File: src/rtl/pkt_parser.sv
// Ethernet II / IPv4 / TCP-UDP header parser that turns a byte stream into one
// feature vector per packet, presented as a single-cycle pkt_valid pulse.
module pkt_parser #(
    parameter int DATA_WIDTH = 32,
    parameter int N_FEATURES = 28,
    parameter int MAX_LEN    = 16383
) (
    input  logic                                 clk,
    input  logic                                 rst_n,
    input  logic [7:0]                           s_data,
    input  logic                                 s_valid,
    input  logic                                 s_sop,
    input  logic                                 s_eop,
    output logic                                 s_ready,
    output logic [N_FEATURES-1:0][DATA_WIDTH-1:0] pkt_features,
    output logic                                 pkt_valid
);

    localparam int              LEN_W   = $clog2(MAX_LEN + 1);
    localparam logic [LEN_W-1:0] LEN_MAX = LEN_W'(MAX_LEN);

    typedef enum logic [1:0] {IDLE, HDR, SKIP, EMIT} state_t;

    function automatic logic [7:0] off_inc(input logic [7:0] v);
        return (&v) ? v : v + 8'd1;
    endfunction

    function automatic logic [LEN_W-1:0] len_inc(input logic [LEN_W-1:0] v);
        return (v >= LEN_MAX) ? LEN_MAX : v + LEN_W'(1);
    endfunction

    function automatic logic [DATA_WIDTH-1:0] cnt_inc(input logic [DATA_WIDTH-1:0] v);
        return (&v) ? v : v + DATA_WIDTH'(1);
    endfunction

    state_t                               state_q, state_d;
    logic [7:0]                           off_q, off_d, l4_q, l4_d;
    logic [LEN_W-1:0]                     len_q, len_d;
    logic [DATA_WIDTH-1:0]                cnt_q, cnt_d, ia_q, ia_d;
    logic                                 first_q, first_d;
    logic [15:0]                          et_q, et_d, tlen_q, tlen_d;
    logic [15:0]                          sport_q, sport_d, dport_q, dport_d;
    logic [7:0]                           vihl_q, vihl_d, ttl_q, ttl_d;
    logic [7:0]                           proto_q, proto_d, flags_q, flags_d;
    logic [31:0]                          sip_q, sip_d, dip_q, dip_d;
    logic [N_FEATURES-1:0][DATA_WIDTH-1:0] feat_q, feat_d;

    logic       accept, emit, is_l4;
    logic [7:0] cur_off, need;
    logic [15:0] et_v;
    logic       ip_hdr, is_ipv4, malformed;

    assign s_ready      = (state_q != EMIT);
    assign pkt_valid    = (state_q == EMIT);
    assign pkt_features = feat_q;
    assign accept       = s_valid && s_ready;
    assign is_l4        = (proto_q == 8'd6) || (proto_q == 8'd17);

    always_comb begin
        state_d = state_q;
        off_d   = off_q;
        l4_d    = l4_q;
        len_d   = len_q;
        cnt_d   = cnt_inc(cnt_q);
        ia_d    = ia_q;
        first_d = first_q;
        et_d    = et_q;
        tlen_d  = tlen_q;
        sport_d = sport_q;
        dport_d = dport_q;
        vihl_d  = vihl_q;
        ttl_d   = ttl_q;
        proto_d = proto_q;
        flags_d = flags_q;
        sip_d   = sip_q;
        dip_d   = dip_q;
        cur_off = off_q;
        emit    = 1'b0;
        if (state_q == EMIT) state_d = IDLE;
        if (accept) begin
            if (s_sop) begin
                // A sop anywhere restarts parsing; an unfinished packet is simply dropped.
                state_d = HDR;
                cur_off = 8'd0;
                off_d   = 8'd1;
                l4_d    = 8'd34;
                len_d   = LEN_W'(1);
                ia_d    = first_q ? '0 : cnt_q;
                cnt_d   = DATA_WIDTH'(1);
                first_d = 1'b0;
                et_d    = '0;
                tlen_d  = '0;
                sport_d = '0;
                dport_d = '0;
                vihl_d  = '0;
                ttl_d   = '0;
                proto_d = '0;
                flags_d = '0;
                sip_d   = '0;
                dip_d   = '0;
                emit    = s_eop;
            end else if (state_q != IDLE) begin
                off_d = off_inc(off_q);
                len_d = len_inc(len_q);
                if (state_q == HDR) begin
                    case (off_q)
                        8'd12: et_d[15:8]    = s_data;
                        8'd13: et_d[7:0]     = s_data;
                        8'd14: begin
                            vihl_d = s_data;
                            l4_d   = 8'd14 + {2'b00, s_data[3:0], 2'b00};
                        end
                        8'd16: tlen_d[15:8]  = s_data;
                        8'd17: tlen_d[7:0]   = s_data;
                        8'd22: ttl_d         = s_data;
                        8'd23: proto_d       = s_data;
                        8'd26: sip_d[31:24]  = s_data;
                        8'd27: sip_d[23:16]  = s_data;
                        8'd28: sip_d[15:8]   = s_data;
                        8'd29: sip_d[7:0]    = s_data;
                        8'd30: dip_d[31:24]  = s_data;
                        8'd31: dip_d[23:16]  = s_data;
                        8'd32: dip_d[15:8]   = s_data;
                        8'd33: dip_d[7:0]    = s_data;
                        default: ;
                    endcase
                    if (is_l4) begin
                        if (off_q == l4_q)          sport_d[15:8] = s_data;
                        if (off_q == l4_q + 8'd1)   sport_d[7:0]  = s_data;
                        if (off_q == l4_q + 8'd2)   dport_d[15:8] = s_data;
                        if (off_q == l4_q + 8'd3)   dport_d[7:0]  = s_data;
                    end
                    if (proto_q == 8'd6 && off_q == l4_q + 8'd13) flags_d = s_data;
                    if (off_q == l4_q + 8'd13) state_d = SKIP;
                end
                emit = s_eop;
            end
        end
        if (emit) state_d = EMIT;
    end

    // Field validity is judged against the offset of the eop byte, so partially received fields read 0.
    assign et_v      = (cur_off >= 8'd13) ? et_d : 16'h0000;
    assign ip_hdr    = (et_v == 16'h0800);
    assign is_ipv4   = ip_hdr && (vihl_d[7:4] == 4'd4) && (vihl_d[3:0] >= 4'd5);
    assign need      = (proto_d == 8'd6)  ? l4_d + 8'd13 :
                       (proto_d == 8'd17) ? l4_d + 8'd3  : 8'd33;
    assign malformed = (cur_off < 8'd13) || (ip_hdr && !is_ipv4) || (is_ipv4 && cur_off < need);

    always_comb begin
        feat_d = feat_q;
        if (emit) begin
            feat_d     = '0;
            feat_d[0]  = DATA_WIDTH'(len_d);
            feat_d[1]  = DATA_WIDTH'(et_v);
            feat_d[12] = ia_d;
            feat_d[13] = DATA_WIDTH'(malformed);
            if (is_ipv4) begin
                feat_d[2]  = DATA_WIDTH'(proto_d);
                feat_d[3]  = DATA_WIDTH'(ttl_d);
                feat_d[4]  = (cur_off >= 8'd29) ? DATA_WIDTH'(sip_d) : '0;
                feat_d[5]  = (cur_off >= 8'd33) ? DATA_WIDTH'(dip_d) : '0;
                feat_d[6]  = (cur_off >= l4_d + 8'd1) ? DATA_WIDTH'(sport_d) : '0;
                feat_d[7]  = (cur_off >= l4_d + 8'd3) ? DATA_WIDTH'(dport_d) : '0;
                feat_d[8]  = DATA_WIDTH'(flags_d);
                feat_d[9]  = (cur_off >= 8'd17) ? DATA_WIDTH'(tlen_d) : '0;
                feat_d[10] = DATA_WIDTH'({vihl_d[3:0], 2'b00});
                feat_d[11] = DATA_WIDTH'(1);
            end
        end
    end

    always_ff @(posedge clk or negedge rst_n) begin
        if (!rst_n) begin
            state_q <= IDLE;
            off_q   <= '0;
            l4_q    <= '0;
            len_q   <= '0;
            cnt_q   <= '0;
            ia_q    <= '0;
            first_q <= 1'b1;
            et_q    <= '0;
            tlen_q  <= '0;
            sport_q <= '0;
            dport_q <= '0;
            vihl_q  <= '0;
            ttl_q   <= '0;
            proto_q <= '0;
            flags_q <= '0;
            sip_q   <= '0;
            dip_q   <= '0;
            feat_q  <= '0;
        end else begin
            state_q <= state_d;
            off_q   <= off_d;
            l4_q    <= l4_d;
            len_q   <= len_d;
            cnt_q   <= cnt_d;
            ia_q    <= ia_d;
            first_q <= first_d;
            et_q    <= et_d;
            tlen_q  <= tlen_d;
            sport_q <= sport_d;
            dport_q <= dport_d;
            vihl_q  <= vihl_d;
            ttl_q   <= ttl_d;
            proto_q <= proto_d;
            flags_q <= flags_d;
            sip_q   <= sip_d;
            dip_q   <= dip_d;
            feat_q  <= feat_d;
        end
    end

endmodule

File: config.mk
export PLATFORM = sky130hd
export DESIGN_NAME = pkt_parser
export DESIGN_NICKNAME = d
export VERILOG_FILES = /design/src/rtl/pkt_parser.sv
export SDC_FILE = /design/constraint.sdc
export NUM_CORES = 1
export LEC_CHECK = 0
export CORE_AREA = 10 10 350 352
export CTS_CLUSTER_DIAMETER = 120
export CTS_CLUSTER_SIZE = 30
export DETAILED_ROUTE_END_ITERATION = 12
export DIE_AREA = 0 0 360 362
export GPL_TIMING_DRIVEN = 0
export PLACE_DENSITY = 0.5
export SYNTH_ARGS = -nofsm -noshare
export SYNTH_HDL_FRONTEND = slang
export SYNTH_SLANG_ARGS = --single-unit
File: constraint.sdc
create_clock -name clk -period 4.96 [get_ports clk]
set_clock_uncertainty 0.05 [all_clocks]
set_input_delay 0.744 -clock clk [delete_from_list [all_inputs] [get_ports clk]]
set_output_delay 0.744 -clock clk [all_outputs]
set_load 0.02 [all_outputs]
# Word-level counts from Yosys, hierarchy flattened

Cells that the tools add are included.
Widths: inputs -> output; s select.

Flip-flop bits (word level): 640
Input bits: 13

$add $sub $neg: 11
Magnitude comparators: 10
Eq/ne operators: 30
Muxes and demuxes: 101
Reduce and logical (&&, ||, !) cells: 16

Operators with widths:

| cell                  | count |
|---|---|
| $mux 32               | 16 |
| $mux 8                | 48 |
| $mux 16               | 22 |
| $mux 289              | 1 |
| $eq 8x5->1 const B    | 12 |
| $mux 14               | 4 |
| $eq 8x8->1            | 5 |
| $add 32x1->32 const B | 1 |
| $reduce_and 32->1     | 1 |
| $add 8x1->8 const B   | 3 |
| $add 8x2->8 const B   | 3 |
| $eq 8x4->1 const B    | 3 |
| $add 8x4->8 const B   | 2 |
| $eq 16x12->1 const B  | 1 |
| $eq 8x3->1 const B    | 2 |
| $eq 8x6->1 const B    | 2 |
| $ge 8x5->1 const B    | 2 |
| $ge 8x8->1            | 2 |
| $add 14x1->14 const B | 1 |
| $ge 14x14->1 const B  | 1 |
| $mux 2                | 7 |
| $ge 8x4->1 const B    | 1 |
| $ge 8x6->1 const B    | 1 |
| $lt 8x4->1 const B    | 1 |
| other kinds (15)      | 26 |

# Logic depth before layout (Yosys ltp)

Gate-level depths: netlist of the first run.

Depth in word-level cells: 14
Mapped depth: 20

# Worst setup path before layout of the first run

Ideal clock, no wire load.

Path type: in2reg
Start point: input port s_valid
End point: register feat_q, in the netlist pkt_features[229]
Arrival time: 4.023 ns
Path slack: 0.766 ns
Stages on the path: 16
Cells stage by stage: buf_2 a21boi_2 and2_1 clkbuf_1 buf_1 buf_1 buf_1 nor2_1 ha_1 a21o_1 a21o_1 a21oi_1 o21ai_0 o2111a_1 buf_2 a22o_1

Word-level cells in the longest chain between the ends: 8
Elaborated cells on any way between the ends: 18
Those cells by class: add/sub: 1; order compare: 3; eq/ne: 2; mux: 9; reduce/logical: 3

Ends and longest elaborated chain:

| element                                                             | line | source |
|---|---|---|
| from (decl)                                                         | 11   | `input logic s_valid,` |
| $logic_and 1x1->1 (*)                                               | 56   | `assign accept = s_valid && s_ready;` |
| parallel branches: the longest is 7 deep, another holds $add 8x2->8 | n/a  |  |
| to (signal assigned)                                                | 211  | `feat_q <= feat_d;` |
| to (decl)                                                           | 46   | `logic [N_FEATURES-1:0][DATA_WIDTH-1:0] feat_q, feat_d;` |

Every way passes the cells marked *.
A chain may end at the register's enable or synchronous reset.

# Worst setup path in the final report of the first run

Start point: input port s_data[3]
End point: register feat_q, in the netlist pkt_features[199]

Word-level cells in the longest chain between the ends: 10
Elaborated cells on any way between the ends: 26
Those cells by class: add/sub: 2; order compare: 2; eq/ne: 1; mux: 19; reduce/logical: 2

Ends and longest elaborated chain:

| element     | line | source |
|---|---|---|
| from (decl) | 10   | `input logic [7:0] s_data,` |
| $add 4x6->7 | 111  | `l4_d = 8'd14 + {2'b00, s_data[3:0], 2'b00};` |
| $mux 8      | 106  | `case (off_q)` |
| $mux 8      | 105  | `if (state_q == HDR) begin` |
| $mux 8      | 102  | `end else if (state_q != IDLE) begin` |
| $mux 8      | 81   | `if (s_sop) begin` |
| $mux 8      | 80   | `if (accept) begin` |
| net l4_d[6] | 37   | `logic [7:0] off_q, off_d, l4_q, l4_d;` |
| $add 8x1->8 | 163  | `feat_d[6] = (cur_off >= l4_d + 8'd1) ? DATA_WIDTH'(sport_d) : '0;` |
| $ge 8x8->1  | 163  |  |
| $mux 16     | 163  |  |
| $mux 289    | 158  | `if (is_ipv4) begin` |

The timed path passes the listed nets, and every way through them passes these cells.

==> results of run 1 <==
==> synth_stat cells (all sizes together) (11+ instances only) <==
| cell type | instances | area [um2] |
|---|---|---|
| nor3b | 13 | 97.59 |
| and3 | 15 | 93.84 |
| or3 | 14 | 92.59 |
| a21oi | 97 | 489.2 |
| nor4 | 19 | 146.4 |
| ha | 36 | 450.4 |
| nor2b | 11 | 68.82 |
| and2 | 14 | 87.58 |
| a32o | 80 | 800.8 |
| buf | 743 | 5474 |
| mux2 | 42 | 473.0 |
| o22a | 12 | 105.1 |
| nand4 | 21 | 131.4 |
| nand2 | 217 | 814.5 |
| dfrtp | 460 | 11510 |
| nor2 | 205 | 769.5 |
| mux2i | 106 | 1061 |
| inv | 25 | 93.84 |
| a22o | 58 | 508.0 |
| nand3 | 72 | 365.3 |
| nand3b | 32 | 240.2 |
| o211ai | 14 | 110.1 |
| nor3 | 23 | 126.4 |
| o21ai | 50 | 250.2 |
| clkbuf | 105 | 394.1 |
| xor2 | 20 | 175.2 |
| xnor2 | 39 | 341.6 |
==> where the power goes <==
part	total (uW)	switching (uW)	internal (uW)	leakage (uW)
Clock	2070	1290	776	0.000279
Sequential	3980	99.4	3880	0.00638
Combinational	2290	1560	735	0.0109
==> how the worst min path moves through the flow <==
stage | start | to | slack [ps] | cells after the start
floorplan | ia_q[10]$_DFF_PN0_ | ia_q[10]$_DFF_PN0_ | 380 | 2
global placement | ia_q[28]$_DFF_PN0_ | ia_q[28]$_DFF_PN0_ | 390 | 2
detailed placement | ia_q[27]$_DFF_PN0_ | ia_q[27]$_DFF_PN0_ | 400 | 2
CTS | rst_n | vihl_q[3]$_DFF_PN0_ | 120 | 1
global route | rst_n | pkt_features[411]$_DFFE_PN0P_ | 140 | 1
finish | rst_n | pkt_features[411]$_DFFE_PN0P_ | 90 | 1
==> cell type report <==
| type | count | area (um2) | area share |
|---|---|---|---|
| plain buffers | 846 | 5869 | 0.1732 |
| clock inverters | 3 | 66.31 | 0.001956 |
| repair buffers | 221 | 2277 | 0.06718 |
| clock buffers | 24 | 515.5 | 0.01521 |
| well taps | 1524 | 1907 | 0.05625 |
| multi-input cells | 2035 | 11610 | 0.3425 |
| flip-flops and latches | 461 | 11540 | 0.3404 |
| inverters | 29 | 112.6 | 0.003322 |
==> metal layers <==
metal	vias to the layer above	wire length (um)	track usage
met5	-	48	0
met4	8	1840	0.02777
met3	85	7593	0.04026
met2	662	47200	0.2401
met1	9618	37730	0.1621
li1	9689	-	-
==> metrics by stage <==
stage	power, uW	cell area, um2
3_3_place_gp	6269	33130
6_report	8341	33900
2_1_floorplan	5630	29090
5_1_grt	8747	33900
3_5_place_dp	6277	33250
4_1_cts	8348	33840
==> flip-flops by register name, summed over array words and instances (netlist names) <==
name          flops
dip_q            32
sport_q          16
ia_q             32
et_q             16
vihl_q            8
off_q             8
l4_q              8
state_q           2
tlen_q           16
sip_q            32
cnt_q            32
len_q            14
ttl_q             8
proto_q           8
dport_q          16
first_q           1
flags_q           8
pkt_features    204
==> cell families (layout without fill, tap and decap cells) <==
kind of cell | Yosys count | after routing
buffers and inverters | 877 | 1123
and+or+nand+nor | 694 | 694
DFF | 461 | 461
AOI/OAI and AO/OA | 405 | 405
muxes | 148 | 148
xor gates and xnor gates | 60 | 60
adders and majority gates | 36 | 36
other | 1 | 692
==> repair_timing <==
action / in CTS / in global routing
setup buffers: 0 / 4
resized for setup: 7 / 16
setup endpoints to repair: 33 / 27
hold buffers: 0 / 0
pin swaps: 0 / 2
==> tab_implementation.tex, run 1 <==
\begin{tabular}{lr}
\hline
Metric & Value \\
\hline
\multicolumn{2}{l}{\textbf{Logic synthesis}} \\
Yosys warns & 0 \\
EDFF count, synth & 0 \\
Post-synthesis sequential element count & 461 \\
Top flip-flop cell by instance count after synthesis & sky130\_fd\_sc\_hd\_\_dfrtp\_1 \\
Compound-gate portion of the synthesized area & 0.1167 \\
Synth Area per Inst & 9.880 um2 \\
Share of the yosys chip area belonging to registers & 0.4354 \\
Synthesized instance count & 2682 \\
Xor/xnor cell area share of the yosys netlist & 0.02040 \\
Post-synth design cell area & 26500 um2 \\
Unique cell type count in the Yosys netlist & 83 \\
Post-synthesis mux area share & 0.05789 \\
Proportion of synthesized flip-flops having asynchronous set or reset & 1.000 \\
Simple-gate share of the synthesized area & 0.1269 \\
Adder and majority cell fraction of the synthesized area & 0.01700 \\
Combinational family with the most area after synthesis & buffers and inverters \\
\multicolumn{2}{l}{\textbf{Critical path}} \\
Chain of cells forming the critical path & clkdlybuf4s50\_1 > clkbuf\_1 > nand4b\_1 > a21oi\_2 > nand3\_2 > nor4\_2 > xnor2\_1 > ha\_1 > a2111oi\_0 > o21ai\_0 > o2111a\_2 > buf\_2 > a22o\_1 \\
Buffering stage count on the worst path with inverters included & 3 \\
Number of cell instances on the worst register-to-register path & 17 \\
Critical R2R Capture & pkt\_features[199]\$\_DFFE\_PN0P\_ \\
Req. time, crit path & 5400 ps \\
Critical path's top delay family & buffers and inverters \\
Worst setup path start & s\_data[3] \\
Slowest CP cell & sky130\_fd\_sc\_hd\_\_clkbuf\_1 \\
Worst path arrival time & 5240 ps \\
Number of stages on the worst setup path & 13 \\
Path type of the worst setup path & in -> reg \\
Maximum fanout along the worst path & 10 \\
Worst-case register-to-register setup slack & 370 ps \\
Delay of the slowest cell on the worst path & 980 ps \\
Worst setup path endpoint & pkt\_features[199]\$\_DFFE\_PN0P\_ \\
Worst R2R Start & off\_q[0]\$\_DFFE\_PN0P\_ \\
Kind of start point of the critical path & input port \\
Kind of end point of the critical path & flip-flop \\
\multicolumn{2}{l}{\textbf{Clock network}} \\
Clock network latency to the later pin of the worst-skew pair & 600 ps \\
Number of buffers created by CTS & 20 \\
Clock tree from TritonCTS & done \\
CTS Root Buffer Type & sky130\_fd\_sc\_hd\_\_clkbuf\_16 \\
Maximum level of the CTS H-tree & 1 \\
Maximum count of clock buffers along a single path & 3 \\
Total number of clock tree sinks & 461 \\
CTS clock-pin slew for the worst setup and hold paths & 120 ps \\
\multicolumn{2}{l}{\textbf{Timing}} \\
Maximum clock rate & 0.2084 GHz \\
Aggregate negative setup slack & 0 ps \\
Rel. slew slack & 0.1531 \\
Period utilization & 0.9675 \\
Final number of hold-violating endpoints & 0 \\
Measured slew at the worst slew-check pin & 1270 ps \\
Min cycle time layout & 4799 ps \\
Setup Viol. Count Final & 0 \\
Worst hold-check slack & 90.34 ps \\
RSZ-0062 raised after global routing & false \\
Max Transition Viols Final & 0 \\
Smallest setup slack after layout & 161.3 ps \\
\multicolumn{2}{l}{\textbf{Die}} \\
Placement row count & 125 \\
Die area & 130300 um2 \\
Top-Level Pins & 911 \\
Area of the core & 115400 um2 \\
Initial core utilization & 0.2296 \\
Die Wd & 360 um \\
Die extent in y & 362 um \\
\multicolumn{2}{l}{\textbf{Routing}} \\
Ratio of routed vias to standard cells & 3.901 \\
Remaining DRCs & 0 \\
Per-cell routed wire length & 18.36 um \\
Overall via count from detail\_route & 20.06k \\
Pre-antenna DRT Iters & 5 \\
Iteration-0 DRC count of the detailed router & 1277 \\
Sum of routed wire length over all layers & 94410 um \\
Antenna-violating nets left & 0 \\
\multicolumn{2}{l}{\textbf{GRT}} \\
Global-route congestion overflow total & 0 \\
First-pass GRT wire length & 136700 um \\
Number of global-route vias before repair & 19.16k \\
All-Layer GR Usage & 0.1359 \\
Antenna violations before repair & 7 \\
Pin count of the biggest net entering global routing & 109 \\
\multicolumn{2}{l}{\textbf{Layout}} \\
Share of cells above drive strength 1 & 0.2324 \\
Final instance count without filler cells & 5143 \\
Area grow syn2layout & 27.92\% \\
Diode count & 0 \\
Filler cells & 12.17k \\
Most common library cell in the layout ignoring fill and taps & sky130\_fd\_sc\_hd\_\_buf\_4 \\
Share of the core filled with cells & 0.2937 \\
Layout Nets & 3663 \\
Commonest cells after routing, fill and taps aside & sky130\_fd\_sc\_hd\_\_buf\_4 (699), sky130\_fd\_sc\_hd\_\_conb\_1 (692), sky130\_fd\_sc\_hd\_\_dfrtp\_1 (460) \\
\multicolumn{2}{l}{\textbf{Placed design}} \\
Worst slack at placement & -1557 ps \\
Count of port buffers added during placement & 213 \\
Final HPWL DP & 74890 um \\
RePlAce Congestion & 0.8859 \\
Placed cell count & 5114 \\
\multicolumn{2}{l}{\textbf{Worst hold path}} \\
Min-delay worst type & in -> async \\
\multicolumn{2}{l}{\textbf{Power}} \\
Worst VDD drop & 0.1979 mV \\
Total power divided by cell area & 246.1 nW/um2 \\
Standby leakage power & 0.01754 uW \\
\multicolumn{2}{l}{\textbf{Flow run}} \\
Max capacitance violation total & 0 \\
\multicolumn{2}{l}{\textbf{Run status}} \\
Result of the run & complete, no violations \\
\hline
\end{tabular}
Note: power is estimated with default switching activity, not from simulation.
==> run 2, diff against run 1 <==
==> config.mk (replaced) <==
export PLATFORM = sky130hd
export DESIGN_NAME = pkt_parser
export DESIGN_NICKNAME = d
export VERILOG_FILES = /design/src/rtl/pkt_parser.sv
export SDC_FILE = /design/constraint.sdc
export NUM_CORES = 1
export LEC_CHECK = 0
export CORE_AREA = 2 2 352 354
export CTS_CLUSTER_DIAMETER = 120
export CTS_CLUSTER_SIZE = 30
export DETAILED_ROUTE_END_ITERATION = 12
export DIE_AREA = 0 0 354 356
export GPL_TIMING_DRIVEN = 0
export PLACE_DENSITY = 0.48
export SETUP_SLACK_MARGIN = 0.3
export SYNTH_ARGS = -nofsm -noshare
export SYNTH_HDL_FRONTEND = slang
export SYNTH_SLANG_ARGS = --single-unit
==> run 2 against run 1 <==
Effect of this change: non-clock buffer count rose by 5; sequential power barely moved; via count fell by 0.20%; die area fell by 3.3%; critical path type is now reg -> reg; largest cell class unchanged; largest power group unchanged.
==> tab_implementation.tex, run 2 (same netlist as run 1, synthesis figures left out) <==
\begin{tabular}{lr}
\hline
Metric & Value \\
\hline
\multicolumn{2}{l}{\textbf{Timing}} \\
Aggregate negative setup slack & 0 ps \\
Max Transition Viols Final & 0 \\
RSZ-0062 raised after global routing & false \\
Setup Viol. Count Final & 0 \\
Final number of hold-violating endpoints & 0 \\
Min cycle time layout & 4483 ps \\
Measured slew at the worst slew-check pin & 1332 ps \\
Maximum clock rate & 0.2231 GHz \\
Period utilization & 0.9038 \\
Rel. slew slack & 0.1119 \\
Smallest setup slack after layout & 477.1 ps \\
\multicolumn{2}{l}{\textbf{Layout}} \\
Layout Nets & 3667 \\
Area used by multi-input combinational logic & 11640 um2 \\
Share of cells above drive strength 1 & 0.2363 \\
Max reg flops & 204 \\
Most common library cell in the layout ignoring fill and taps & sky130\_fd\_sc\_hd\_\_buf\_4 \\
Commonest cells after routing, fill and taps aside & sky130\_fd\_sc\_hd\_\_buf\_4 (703), sky130\_fd\_sc\_hd\_\_conb\_1 (692), sky130\_fd\_sc\_hd\_\_dfrtp\_1 (459) \\
Filler cells & 13.09k \\
Area grow syn2layout & 28.55\% \\
Area of all sequential standard cells & 11540 um2 \\
\multicolumn{2}{l}{\textbf{Routing}} \\
Sum of routed wire length over all layers & 87740 um \\
Antenna-violating nets left & 0 \\
Ratio of routed vias to standard cells & 3.804 \\
Per-cell routed wire length & 16.67 um \\
Iteration-0 DRC count of the detailed router & 1432 \\
Overall via count from detail\_route & 20.02k \\
Pre-antenna DRT Iters & 5 \\
Remaining DRCs & 0 \\
\multicolumn{2}{l}{\textbf{Die}} \\
Placement row count & 129 \\
Area of the core & 122700 um2 \\
Die area & 126000 um2 \\
Die Wd & 354 um \\
Top-Level Pins & 911 \\
Die extent in y & 356 um \\
Initial core utilization & 0.2160 \\
\multicolumn{2}{l}{\textbf{Power}} \\
Total power divided by cell area & 242.6 nW/um2 \\
Power, Total & 8262 uW \\
Worst VDD drop & 0.1851 mV \\
Standby leakage power & 0.01757 uW \\
\multicolumn{2}{l}{\textbf{Clock network}} \\
Clock tree from TritonCTS & done \\
Quantity of hold-fixing buffers added after cts & 0 \\
Number of buffers created by CTS & 19 \\
CTS Root Buffer Type & sky130\_fd\_sc\_hd\_\_clkbuf\_16 \\
Clock network latency to the later pin of the worst-skew pair & 590 ps \\
Total number of clock tree sinks & 461 \\
Maximum level of the CTS H-tree & 1 \\
Maximum count of clock buffers along a single path & 3 \\
CTS clock-pin slew for the worst setup and hold paths & 130 ps \\
\multicolumn{2}{l}{\textbf{Flow run}} \\
Max capacitance violation total & 0 \\
\multicolumn{2}{l}{\textbf{Placed design}} \\
RePlAce Congestion & 0.8820 \\
Count of port buffers added during placement & 213 \\
Final HPWL DP & 67620 um \\
Worst slack at placement & -1649 ps \\
\multicolumn{2}{l}{\textbf{GRT}} \\
Number of global-route vias before repair & 18.49k \\
All-Layer GR Usage & 0.1303 \\
First-pass GRT wire length & 125800 um \\
Global-route congestion overflow total & 0 \\
Antenna violations before repair & 7 \\
Pin count of the biggest net entering global routing & 114 \\
\multicolumn{2}{l}{\textbf{Critical path}} \\
Kind of start point of the critical path & flip-flop \\
Kind of end point of the critical path & flip-flop \\
Maximum fanout along the worst path & 10 \\
Worst path arrival time & 4910 ps \\
Req. time, crit path & 5390 ps \\
Path type of the worst setup path & reg -> reg \\
\multicolumn{2}{l}{\textbf{Worst hold path}} \\
Min-delay worst type & in -> async \\
\multicolumn{2}{l}{\textbf{Run status}} \\
Result of the run & complete, no violations \\
\hline
\end{tabular}
[run 2: cell types whose count changed in the layout (fill, tap and decap cells not counted), moves of 2 or more]
cell / previous run / this run
sky130_fd_sc_hd__o21ai_0: 46 / 44
sky130_fd_sc_hd__diode_2: 0 / 3
sky130_fd_sc_hd__buf_1: 15 / 13
sky130_fd_sc_hd__clkbuf_1: 104 / 99
sky130_fd_sc_hd__o21ai_1: 4 / 6
sky130_fd_sc_hd__clkbuf_2: 4 / 10
sky130_fd_sc_hd__buf_2: 25 / 27
sky130_fd_sc_hd__buf_4: 699 / 703
[run 2: critical path, cell delays in order, from the launching register on]
cell and delay, ps:
sky130_fd_sc_hd__dfrtp_1 480, sky130_fd_sc_hd__a21boi_4 210, sky130_fd_sc_hd__buf_4 130, sky130_fd_sc_hd__and2_1 160, sky130_fd_sc_hd__clkbuf_2 310, sky130_fd_sc_hd__buf_2 450, sky130_fd_sc_hd__buf_2 390, sky130_fd_sc_hd__buf_2 320
sky130_fd_sc_hd__nor2_1 130, sky130_fd_sc_hd__ha_1 320, sky130_fd_sc_hd__a21o_1 150, sky130_fd_sc_hd__a21o_1 170, sky130_fd_sc_hd__a21oi_1 280, sky130_fd_sc_hd__o21ai_0 150, sky130_fd_sc_hd__o2111a_2 230, sky130_fd_sc_hd__buf_2 230
sky130_fd_sc_hd__a22o_1 200
[run 2: stage by stage]
step                      instances    util  area [um2]  hold WS, ps
after floorplan                3373       -       29090        379.1
after global placement         5223  0.2712       33270        394.7
after detailed placement       5227  0.2722       33390        398.4
after CTS                      5256  0.2770       33970        129.3
after global routing           5260  0.2776       34060        145.2
final                          5263  0.2777       34060        102.5
[run 2: area by class of cell]
cell class / instances / area share
diodes: 3 / 0.0002204
flip-flops and latches: 461 / 0.3387
plain buffers: 848 / 0.1730
clock inverters: 2 / 0.0008448
inverters: 29 / 0.003306
clock buffers: 24 / 0.01451
multi-input cells: 2035 / 0.3417
well taps: 1637 / 0.06013
repair buffers: 224 / 0.06751
[run 2: timing repair]
action | CTS | global route
setup buffers | 3 | 4
pin swaps | 1 | 3
resized for setup | 21 | 24
endpoints found under the setup margin | 33 | 33
[run 2: power breakdown]
group	total (uW)	internal, uW	switching (uW)	leakage, uW
Clock	2000	729	1270	0.000254
Combinational	2280	743	1540	0.0109
Sequential	3980	3880	103	0.00638
[run 2: per-layer routing]
metal / track usage / part of all wire / vias to the layer above
met4: 0.03068 / 0.020 / 2
li1: - / - / 9702
met1: 0.1665 / 0.42 / 9536
met5: 0 / 0.00016 / -
met2: 0.2244 / 0.49 / 707
met3: 0.02699 / 0.074 / 75
[run 2: final timing paths]
kind                                      start                       endpoint  slack (ps)  depth (start not counted)
max reg2reg                state_q[1]$_DFF_PN0_  pkt_features[199]$_DFFE_PN0P_         480                         16
min reg2reg                  ia_q[26]$_DFF_PN0_             ia_q[26]$_DFF_PN0_         420                          2
max                        state_q[1]$_DFF_PN0_  pkt_features[199]$_DFFE_PN0P_         480                         16
max in group asynchronous                 rst_n  pkt_features[147]$_DFFE_PN0P_        2870                          4
min in group clk             ia_q[26]$_DFF_PN0_             ia_q[26]$_DFF_PN0_         420                          2
min                                       rst_n  pkt_features[406]$_DFFE_PN0P_         100                          1
==> run 3, diff against run 2 <==
--- a/config.mk
+++ b/config.mk
@@ -11,7 +11,8 @@
 export DETAILED_ROUTE_END_ITERATION = 12
 export DIE_AREA = 0 0 354 356
 export GPL_TIMING_DRIVEN = 0
-export PLACE_DENSITY = 0.48
+export PLACE_DENSITY = 0.44
+export RECOVER_POWER = 50
 export SETUP_SLACK_MARGIN = 0.3
 export SYNTH_ARGS = -nofsm -noshare
 export SYNTH_HDL_FRONTEND = slang
==> run 3 against run 2 <==
Effect of this change: the flow now finishes with violations (capacitance limit, slew limit); clock-buffer cell count down 1; first-iteration DRC count down 18%; cell count about the same; sequential power about the same; combinational power about the same; utilization about the same; worst setup slack worse by 77 ps; total power up 0.92%; largest power group unchanged.
==> tab_implementation.tex, run 3 (same netlist as run 1, synthesis figures left out) <==
\begin{tabular}{lr}
\hline
Metric & Value \\
\hline
\multicolumn{2}{l}{\textbf{Layout}} \\
Area grow syn2layout & 28.68\% \\
Max reg flops & 204 \\
Commonest cells after routing, fill and taps aside & sky130\_fd\_sc\_hd\_\_buf\_4 (702), sky130\_fd\_sc\_hd\_\_conb\_1 (692), sky130\_fd\_sc\_hd\_\_dfrtp\_1 (459) \\
Diode count & 0 \\
Share of cells above drive strength 1 & 0.2357 \\
Filler cells & 13.14k \\
Most common library cell in the layout ignoring fill and taps & sky130\_fd\_sc\_hd\_\_buf\_4 \\
Final instance count without filler cells & 5261 \\
Layout Nets & 3668 \\
\multicolumn{2}{l}{\textbf{Clock network}} \\
Total number of clock tree sinks & 461 \\
Maximum count of clock buffers along a single path & 3 \\
Clock tree from TritonCTS & done \\
Quantity of hold-fixing buffers added after cts & 0 \\
Clock network latency to the later pin of the worst-skew pair & 600 ps \\
CTS Root Buffer Type & sky130\_fd\_sc\_hd\_\_clkbuf\_16 \\
Maximum level of the CTS H-tree & 1 \\
Number of buffers created by CTS & 20 \\
CTS clock-pin slew for the worst setup and hold paths & 120 ps \\
\multicolumn{2}{l}{\textbf{Die}} \\
Die Wd & 354 um \\
Initial core utilization & 0.2160 \\
Die extent in y & 356 um \\
Placement row count & 129 \\
Top-Level Pins & 911 \\
Die area & 126000 um2 \\
Area of the core & 122700 um2 \\
\multicolumn{2}{l}{\textbf{Critical path}} \\
Maximum fanout along the worst path & 10 \\
Req. time, crit path & 5410 ps \\
Path type of the worst setup path & reg -> reg \\
Worst path arrival time & 5010 ps \\
Kind of start point of the critical path & flip-flop \\
Kind of end point of the critical path & flip-flop \\
\multicolumn{2}{l}{\textbf{Timing}} \\
Period utilization & 0.9193 \\
RSZ-0062 raised after global routing & false \\
Worst hold-check slack & 419.1 ps \\
Max Transition Viols Final & 71 \\
Min cycle time layout & 4560 ps \\
Measured slew at the worst slew-check pin & 3465 ps \\
Final number of hold-violating endpoints & 0 \\
Maximum clock rate & 0.2193 GHz \\
Setup Viol. Count Final & 0 \\
Rel. slew slack & -1.310 \\
\multicolumn{2}{l}{\textbf{GRT}} \\
Pin count of the biggest net entering global routing & 93 \\
Antenna violations before repair & 6 \\
First-pass GRT wire length & 128900 um \\
Global-route congestion overflow total & 0 \\
Number of global-route vias before repair & 18.56k \\
All-Layer GR Usage & 0.1333 \\
\multicolumn{2}{l}{\textbf{Power}} \\
Combinational fraction of design power & 0.271 \\
Standby leakage power & 0.01785 uW \\
Power dissipated by switching net loads & 2953 uW \\
Clock share of power & 0.251 \\
Switching share of total power & 0.3542 \\
Internal Dissipation & 5385 uW \\
Total power divided by cell area & 244.5 nW/um2 \\
Worst VDD drop & 0.2336 mV \\
Power, Total & 8338 uW \\
Sequential share of power & 0.477 \\
\multicolumn{2}{l}{\textbf{Routing}} \\
Antenna-violating nets left & 0 \\
Overall via count from detail\_route & 19.87k \\
Remaining DRCs & 0 \\
Pre-antenna DRT Iters & 5 \\
Iteration-0 DRC count of the detailed router & 1173 \\
Sum of routed wire length over all layers & 88900 um \\
Per-cell routed wire length & 16.90 um \\
Ratio of routed vias to standard cells & 3.777 \\
\multicolumn{2}{l}{\textbf{Placed design}} \\
Final HPWL DP & 68740 um \\
Count of port buffers added during placement & 213 \\
RePlAce Congestion & 0.8443 \\
Placed cell count & 5228 \\
\multicolumn{2}{l}{\textbf{Run status}} \\
Failing checks & capacitance limit, slew limit \\
Result of the run & finished with violations \\
\multicolumn{2}{l}{\textbf{Flow run}} \\
Max capacitance violation total & 1 \\
\multicolumn{2}{l}{\textbf{Worst hold path}} \\
Min-delay worst type & reg -> reg \\
\hline
\end{tabular}
==> run 3: path summary, 6_finish.rpt <==
path	to	cells after the start	slack [ps]	from
hold reg to reg	ia_q[28]$_DFF_PN0_	2	420	ia_q[28]$_DFF_PN0_
min in group asynchronous	pkt_features[405]$_DFFE_PN0P_	1	1500	rst_n
max in group asynchronous	sip_q[1]$_DFF_PN0_	4	970	rst_n
setup / recovery	pkt_features[199]$_DFFE_PN0P_	15	400	off_q[5]$_DFFE_PN0P_
hold / removal	ia_q[28]$_DFF_PN0_	2	420	ia_q[28]$_DFF_PN0_
setup reg to reg	pkt_features[199]$_DFFE_PN0P_	15	400	off_q[5]$_DFFE_PN0P_
==> run 3: layout make-up <==
| type | instances | area [um2] | share of cell area |
|---|---|---|---|
| multi-input combinational | 2035 | 11630 | 0.3411 |
| sequential | 461 | 11540 | 0.3384 |
| buffer | 848 | 5888 | 0.1727 |
| timing repair buffer | 224 | 2298 | 0.06741 |
| tap | 1637 | 2048 | 0.06007 |
| clock buffer | 23 | 511.7 | 0.01501 |
| inverter | 29 | 110.1 | 0.003229 |
| clock inverter | 4 | 71.32 | 0.002092 |
==> run 3: layer usage <==
layer / up-vias / wire length [um] / GRT usage
li1: 9689 / - / -
met4: 6 / 1285 / 0.02280
met2: 590 / 43920 / 0.2332
met1: 9535 / 38280 / 0.1718
met3: 50 / 5371 / 0.02566
met5: - / 34 / 0
==> run 3: worst max-delay path, cell delays in order (launching register included) <==
cell and delay, ps:
sky130_fd_sc_hd__dfrtp_2 480, sky130_fd_sc_hd__or4_1 540, sky130_fd_sc_hd__clkbuf_1 180, sky130_fd_sc_hd__or3_1 430
sky130_fd_sc_hd__buf_6 160, sky130_fd_sc_hd__o31a_1 380, sky130_fd_sc_hd__inv_2 150, sky130_fd_sc_hd__nand3_2 140
sky130_fd_sc_hd__nor4_2 270, sky130_fd_sc_hd__xnor2_1 130, sky130_fd_sc_hd__ha_1 220, sky130_fd_sc_hd__a2111oi_0 370
sky130_fd_sc_hd__o21ai_0 190, sky130_fd_sc_hd__o2111a_2 280, sky130_fd_sc_hd__buf_2 250, sky130_fd_sc_hd__a22o_1 200
==> run 3: power by group through the flow <==
stage / sequential [uW] / combinational, uW / clock (uW)
floorplan: 4060 / 1570 / 0
detailed placement: 4050 / 2240 / 0
global placement: 4060 / 2220 / 0
CTS: 3980 / 2250 / 2180
finish: 3980 / 2260 / 2090
global route: 4000 / 2450 / 2300
==> run 3: repair_timing <==
| action | in CTS | in global routing |
|---|---|---|
| endpoints found under the setup margin | 33 | 33 |
| pin swaps | 1 | 3 |
| cloned | 0 | 0 |
| setup buffers | 2 | 4 |
| gates resized for setup | 23 | 18 |
==> run 3: per-stage QoR <==
step	TNS (ps)	cell area (um2)	utilization	setup slack, ps
floorplan	0	29090	-	765.6
global placement	-8838840	33270	0.2712	-19190
detailed placement	-46760	33410	0.2724	-1559
CTS	0	34060	0.2776	301.4
global route	0	34100	0.2780	170.9
finish	0	34100	0.2780	400.2
